File: src/rtl/stage3_pkg.sv
// Shared definitions for the stage-3 market-data ingest: record geometry,
// little-endian field byte offsets and the decoded record type.
package stage3_pkg;

  // Record geometry: the field layout below only fits a 32-byte record.
  localparam int REC_BYTES = 32;
  localparam int REC_BITS  = REC_BYTES * 8;
  localparam int IDX_W     = $clog2(REC_BYTES);

  // Byte offsets of each little-endian field inside a record.
  localparam int OFF_TS_NS     = 0;
  localparam int OFF_UPDATE_ID = 8;
  localparam int OFF_SIDE      = 16;
  localparam int OFF_PRICE     = 17;
  localparam int OFF_QTY       = 21;
  localparam int OFF_PAD       = 25;
  localparam int PAD_BYTES     = REC_BYTES - OFF_PAD;

  // Decoded record as handed to the order-book stage.
  typedef struct packed {
    logic [63:0] ts_ns;
    logic [63:0] update_id;
    logic [7:0]  side;
    logic [31:0] price;
    logic [31:0] qty;
  } rec_t;

  // True when any padding byte carries a nonzero value.
  function automatic logic pad_nonzero(input logic [PAD_BYTES*8-1:0] pad);
    return |pad;
  endfunction

endpackage

File: src/rtl/stage3_timestamp_top_ts_counter.sv
// Free-running PL cycle counter used to timestamp record bytes.
// Wraps modulo 2^TS_W; cleared by the asynchronous active-low reset.
module stage3_ts_counter #(
  parameter int TS_W = 64
) (
  input  logic            clk_i,
  input  logic            rst_ni,
  output logic [TS_W-1:0] count_o
);

  logic [TS_W-1:0] count_q;

  // Count every cycle; natural wrap at 2^TS_W.
  always_ff @(posedge clk_i or negedge rst_ni) begin
    if (!rst_ni) begin
      count_q <= '0;
    end else begin
      count_q <= count_q + TS_W'(1);
    end
  end

  assign count_o = count_q;

endmodule

File: src/rtl/stage3_timestamp_top.sv
// Stage-3 PL ingest: assembles 32-byte market-data records from the UART RX
// byte stream, decodes the little-endian fields and stamps each record with
// the free-running PL counter. One record pulse per 32 accepted bytes.
// Optional padding check is built only when STAGE3_PAD_CHECK_EN is defined;
// otherwise rec_pad_err is tied low.
// TS_W must be at least 32 (rec_pl_lat is taken from the low 32 bits).
module stage3_timestamp_top
  import stage3_pkg::*;
#(
  parameter int TS_W         = 64,
  parameter int IDLE_TIMEOUT = 100000
) (
  input  logic            clk,
  input  logic            rst_n,
  input  logic            uart_rx_valid,
  input  logic [7:0]      uart_rx_data,
  output logic            rec_valid,
  output logic [63:0]     rec_ts_ns,
  output logic [63:0]     rec_update_id,
  output logic [7:0]      rec_side,
  output logic [31:0]     rec_price,
  output logic [31:0]     rec_qty,
  output logic [TS_W-1:0] rec_pl_ts,
  output logic [31:0]     rec_pl_lat,
  output logic [31:0]     rec_count,
  output logic            rec_pad_err
);

  localparam int                IDLE_W   = $clog2(IDLE_TIMEOUT + 1);
  localparam logic [IDX_W-1:0]  LAST_IDX = IDX_W'(REC_BYTES - 1);
  localparam logic [IDLE_W-1:0] IDLE_MAX = IDLE_W'(IDLE_TIMEOUT);

  // PL timestamp source
  logic [TS_W-1:0] pl_cnt;

  stage3_ts_counter #(
    .TS_W (TS_W)
  ) u_ts_counter (
    .clk_i   (clk),
    .rst_ni  (rst_n),
    .count_o (pl_cnt)
  );

  // Assembler state
  logic [IDX_W-1:0]    idx_q, idx_d, idx_eff;
  logic [IDLE_W-1:0]   idle_q, idle_d;
  logic [REC_BITS-1:0] buf_q, buf_d;
  logic [TS_W-1:0]     first_q, first_d;
  logic                timeout_fire;
  logic                last_byte;

  // Decoded view of the buffer including the byte accepted this cycle
  rec_t rec_w;

  // Output registers
  logic            rec_valid_q;
  rec_t            rec_q;
  logic [TS_W-1:0] pl_ts_q;
  logic [31:0]     pl_lat_q;
  logic [31:0]     count_q;

  // Next-state for byte index, idle counter, buffer and first-byte stamp.
  // A timeout forces the index to 0 in the same cycle it fires, so a byte
  // arriving then is taken as byte 0 of a fresh record.
  always_comb begin
    timeout_fire = (idx_q != '0) && (idle_q >= IDLE_MAX);
    idx_eff      = timeout_fire ? '0 : idx_q;
    buf_d        = buf_q;
    idx_d        = idx_eff;
    idle_d       = '0;
    first_d      = first_q;
    last_byte    = 1'b0;
    if (uart_rx_valid) begin
      buf_d[{idx_eff, 3'b000} +: 8] = uart_rx_data;
      idx_d                         = idx_eff + IDX_W'(1);
      if (idx_eff == '0) begin
        first_d = pl_cnt;
      end
      last_byte = (idx_eff == LAST_IDX);
    end else if (!timeout_fire && (idx_q != '0)) begin
      idle_d = idle_q + IDLE_W'(1);
    end
  end

  // Slice the little-endian fields out of the assembled record.
  always_comb begin
    rec_w.ts_ns     = buf_d[OFF_TS_NS*8     +: 64];
    rec_w.update_id = buf_d[OFF_UPDATE_ID*8 +: 64];
    rec_w.side      = buf_d[OFF_SIDE*8      +: 8];
    rec_w.price     = buf_d[OFF_PRICE*8     +: 32];
    rec_w.qty       = buf_d[OFF_QTY*8       +: 32];
  end

  // Assembler state registers; reset discards any partial record.
  always_ff @(posedge clk or negedge rst_n) begin
    if (!rst_n) begin
      idx_q   <= '0;
      idle_q  <= '0;
      buf_q   <= '0;
      first_q <= '0;
    end else begin
      idx_q   <= idx_d;
      idle_q  <= idle_d;
      buf_q   <= buf_d;
      first_q <= first_d;
    end
  end

  // Register the decoded record the cycle after byte 31; fields hold until
  // the next record, the valid strobe lasts one cycle.
  always_ff @(posedge clk or negedge rst_n) begin
    if (!rst_n) begin
      rec_valid_q <= 1'b0;
      rec_q       <= '0;
      pl_ts_q     <= '0;
      pl_lat_q    <= '0;
      count_q     <= '0;
    end else begin
      rec_valid_q <= last_byte;
      if (last_byte) begin
        rec_q    <= rec_w;
        pl_ts_q  <= first_q;
        pl_lat_q <= pl_cnt[31:0] - first_q[31:0];
        count_q  <= count_q + 32'd1;
      end
    end
  end

`ifdef STAGE3_PAD_CHECK_EN
  logic pad_err_q;

  // Flag a record whose padding bytes are not all zero; holds with the fields.
  always_ff @(posedge clk or negedge rst_n) begin
    if (!rst_n) begin
      pad_err_q <= 1'b0;
    end else if (last_byte) begin
      pad_err_q <= pad_nonzero(buf_d[OFF_PAD*8 +: PAD_BYTES*8]);
    end
  end

  assign rec_pad_err = pad_err_q;
`else
  assign rec_pad_err = 1'b0;
`endif

  assign rec_valid     = rec_valid_q;
  assign rec_ts_ns     = rec_q.ts_ns;
  assign rec_update_id = rec_q.update_id;
  assign rec_side      = rec_q.side;
  assign rec_price     = rec_q.price;
  assign rec_qty       = rec_q.qty;
  assign rec_pl_ts     = pl_ts_q;
  assign rec_pl_lat    = pl_lat_q;
  assign rec_count     = count_q;

endmodule

File: config.mk
export PLATFORM = sky130hd
export DESIGN_NAME = stage3_timestamp_top
export DESIGN_NICKNAME = d
export VERILOG_FILES = /design/src/rtl/stage3_pkg.sv /design/src/rtl/stage3_timestamp_top_ts_counter.sv /design/src/rtl/stage3_timestamp_top.sv
export SDC_FILE = /design/constraint.sdc
export NUM_CORES = 1
export LEC_CHECK = 0
export ABC_AREA = 1
export BUFFER_PORTS_ARGS = -buffer_cell sky130_fd_sc_hd__buf_4
export CAP_MARGIN = 25
export CORE_MARGIN = 3
export CORE_UTILIZATION = 65
export CTS_BUF_LIST = sky130_fd_sc_hd__clkbuf_8
export CTS_CLUSTER_SIZE = 28
export DETAILED_ROUTE_END_ITERATION = 6
export MAX_ROUTING_LAYER = met4
export PLACE_DENSITY = 0.85
export SETUP_SLACK_MARGIN = 0.02
export SLEW_MARGIN = 20
export SYNTH_ARGS = -nofsm -noshare
export SYNTH_HDL_FRONTEND = slang
export SYNTH_SLANG_ARGS = --single-unit
export TNS_END_PERCENT = 20
File: constraint.sdc
create_clock -name clk -period 4.7 [get_ports clk]
set_input_delay 0.705 -clock clk [delete_from_list [all_inputs] [get_ports clk]]
set_output_delay 0.705 -clock clk [all_outputs]
set_load 0.1 [all_outputs]
==> flow_summary.toml <==
[sta]
finalSetupTns_ns = 0
fmax_mhz = 277
drv_slew = 0
holdWs_ns = 0.0134
timing.final.crit_share = 0.769
finalCriticalPeriod_ns = 3.61
rsz0062_at_grt = "no"
slew_headroom = 0.306
setup_viol = 0
hold_viol = 0
skew_ns = 0.0274
tightest_slew_ns = 1.04

[clock_network]
cts.repair.resized = 0
clk_pin_slew_worst_paths_ns = 0.07
postCtsHoldBufs = 0
htreeDepth = 3
post_cts_buffers = 0
cts_tree = "done"
clk_path_buf_depth = 3
clk_latency_ns = 0.69
cts_buffers = 104
ctsRootBufferMaster = "clkbuf_8"
clkSinkCount = 679

[yosys]
ys.flop_type = "dfrtp_1"
synthSimpleGateAreaFrac = 0.281
synthCells = 3524
syn_area_sq_um = 30200
synthAdderAreaFrac = 0.0168
synthXorXnorAreaFrac = 0.0331
synthDistinctLibCells = 47
synth.most_common_cell = "nand2_1"
yosysTopAreaCell = "dfrtp_1"
synth_top_family_by_area = "simple AND/OR/NAND/NOR gates"
synth_compound_area_frac = 0.0479
synthArstFlopShare = 1.00
synth_top_area_share = 0.563
ys_ff_latch = 679
synth_common_cells = "nand2_1, dfrtp_1, inv_1"
synth_area_leaders = "dfrtp_1, nand2_1, inv_1, nand3_1, o21ai_0"
synth-edff-count = 0
synth.area.mux_share = 0
avgSynthCellArea_sq_um = 8.57
syn-num-nets = 3575
yosysSeqAreaShare = 0.563
yosys_warnings = 0

[power]
power_frac_comb = 0.435
p_per_area_nw_per_um2 = 642
switchingPower_mw = 10.8
leakage_nw = 19.0
switching_share = 0.475
ir_worst_vdd_mv = 0.742
clockPowerShare = 0.218
pwr-share-seq = 0.348
intPower_mw = 12.0

[global_routing]
grt_max_degree = 251
grt_use_total = 0.341
grt_pass1_wl_um = 131000
grt_pass1_vias = 24600
overflow = 0
antenna_found_initial = 2

[finish]
fin_util = 0.777
drive_gt1_frac = 0.153
nNetsFinal = 3928
fillers = 3210
multiInputGateArea_sq_um = 11500
syn_to_final_growth_pct = 17.5
final-seq-area_sq_um = 17000

[die]
start_util = 0.661
die_width_um = 222
die_area_sq_um = 49100
die_h_um = 222
core_area_sq_um = 45700
num_rows = 78
ios = 341

[placed_design]
hpwl_um = 57200
io_buffers = 339
gp_congestion = 0.980

[detailed_routing]
ant_nets = 0
post_drt_wl_per_cell_um = 17.9
via_per_inst = 5.55
vias = 25300
drt_pass1_iterations = 6
drc = 0
drt_iter0_drc = 2307
wirelength_um = 81800

[setup_path]
setup.worst_path.end_class = "flop"
cp-start-kind = "flop"
regToRegSetupSlack_ns = 1.09
cp.required_ns = 5.33
cp.arrival_ns = 4.24
path_max_fanout = 35
critical_path_class = "flop to flop"

[job]
maxCapViolCount = 0

[worst_hold_path]
holdCritPathClass = "input port to async pin"

[status]
status = "finished clean"
-- power by group through the flow --
stage	logic [mW]	registers [mW]	clock network, mW
floorplan	3.09	12.3	0
global placement	9.63	7.94	0
detailed placement	9.81	7.98	0
CTS	9.86	7.90	5.00
global route	10.4	8.04	5.27
finish	9.90	7.92	4.96
-- path summary, 6_finish.rpt --
kind / startpoint / endpoint / cells after the start
setup / recovery: idx_q[0] / rec_ts_ns[35] / 14
hold / removal: rst_n / rec_update_id[23] / 1
setup reg to reg: idx_q[0] / rec_ts_ns[35] / 14
hold reg to reg: buf_q[182] / buf_q[182] / 2
max in group asynchronous: rst_n / rec_pl_ts[59] / 2
min in group clk: uart_rx_valid / idx_q[4] / 3
-- stage by stage --
step | std cells | total power, mW | setup WS [ns] | instance area [sq um]
final | 4561 | 22.8 | 1.09 | 35500
after global routing | 4561 | 23.8 | 0.787 | 35500
after CTS | 4559 | 22.8 | 1.11 | 35500
after global placement | 4370 | 17.6 | 1.26 | 33300
after detailed placement | 4371 | 17.8 | 1.15 | 33400
after floorplan | 3524 | 15.4 | 1.67 | 30200
-- state kept, by name, summed over array words and instances (netlist names), 64 cells and up --
name and cells:
rec_update_id 64, u_ts_counter.count_o 64, rec_pl_ts 64, buf_q 200
rec_ts_ns 64, first_q 64
-- layout by cell type, fill, tap and decap left out, types with 4 or more instances in the layout --
cell / netlist / routed
o21bai_1: 5 / 5
clkinv_2: 0 / 21
inv_1: 320 / 349
nor3b_1: 4 / 4
nor2_1: 161 / 161
buf_12: 0 / 10
xor2_1: 94 / 94
a21oi_1: 46 / 46
a31oi_1: 13 / 13
nand2_1: 1270 / 1268
and3_1: 4 / 4
nor4_1: 17 / 17
o21ai_2: 4 / 4
nand3b_1: 5 / 5
o21a_1: 4 / 4
dfrtp_1: 679 / 679
nor3_1: 57 / 57
nor2_2: 7 / 7
buf_4: 2 / 350
nand2_2: 6 / 6
xnor2_1: 20 / 20
nand4_1: 62 / 62
o21ai_1: 23 / 23
inv_2: 15 / 15
nand3_1: 222 / 222
and2_1: 98 / 98
nand3_2: 10 / 10
o21ai_0: 169 / 169
or2_2: 27 / 27
ha_1: 39 / 39
clkbuf_8: 0 / 132
nor2_4: 9 / 9
-- kinds of logic after synthesis --
kind of cell	after synthesis
and+or+nand+nor	1965
DFF	679
buffers and inverters	452
AOI/OAI and AO/OA	273
xor gates and xnor gates	114
adders and majority gates	40
other	1
-- routing by layer --
metal | track usage | share of wire
met2 | 0.525 | 0.47
met5 | - | 0
met4 | 0.115 | 0.034
met1 | 0.464 | 0.42
met3 | 0.0646 | 0.077
-- critical path, cell delays in order, from the launching register on --
cell	delay [ns]
dfrtp_1	0.43
inv_2	0.07
nand2_1	0.06
nor2_1	0.14
nand3_2	0.13
nand3_4	0.16
nand2_2	0.12
ha_1	0.28
nand2_2	0.51
nand3_1	0.41
nor2_4	0.48
nand2_1	0.36
nand2_1	0.22
nand3_1	0.09
nand2_1	0.09
-- cell type report --
| cell class | count | share of cell area |
|---|---|---|
| Tap cell | 600 | 0.0212 |
| Multi-Input combinational cell | 2393 | 0.323 |
| Sequential cell | 679 | 0.479 |
| Antenna cell | 2 | 0.000141 |
| Timing Repair Buffer | 362 | 0.0809 |
| Clock buffer | 132 | 0.0512 |
| Inverter | 337 | 0.0359 |
| Clock inverter | 56 | 0.00850 |
(Power assumes the default switching activity.)
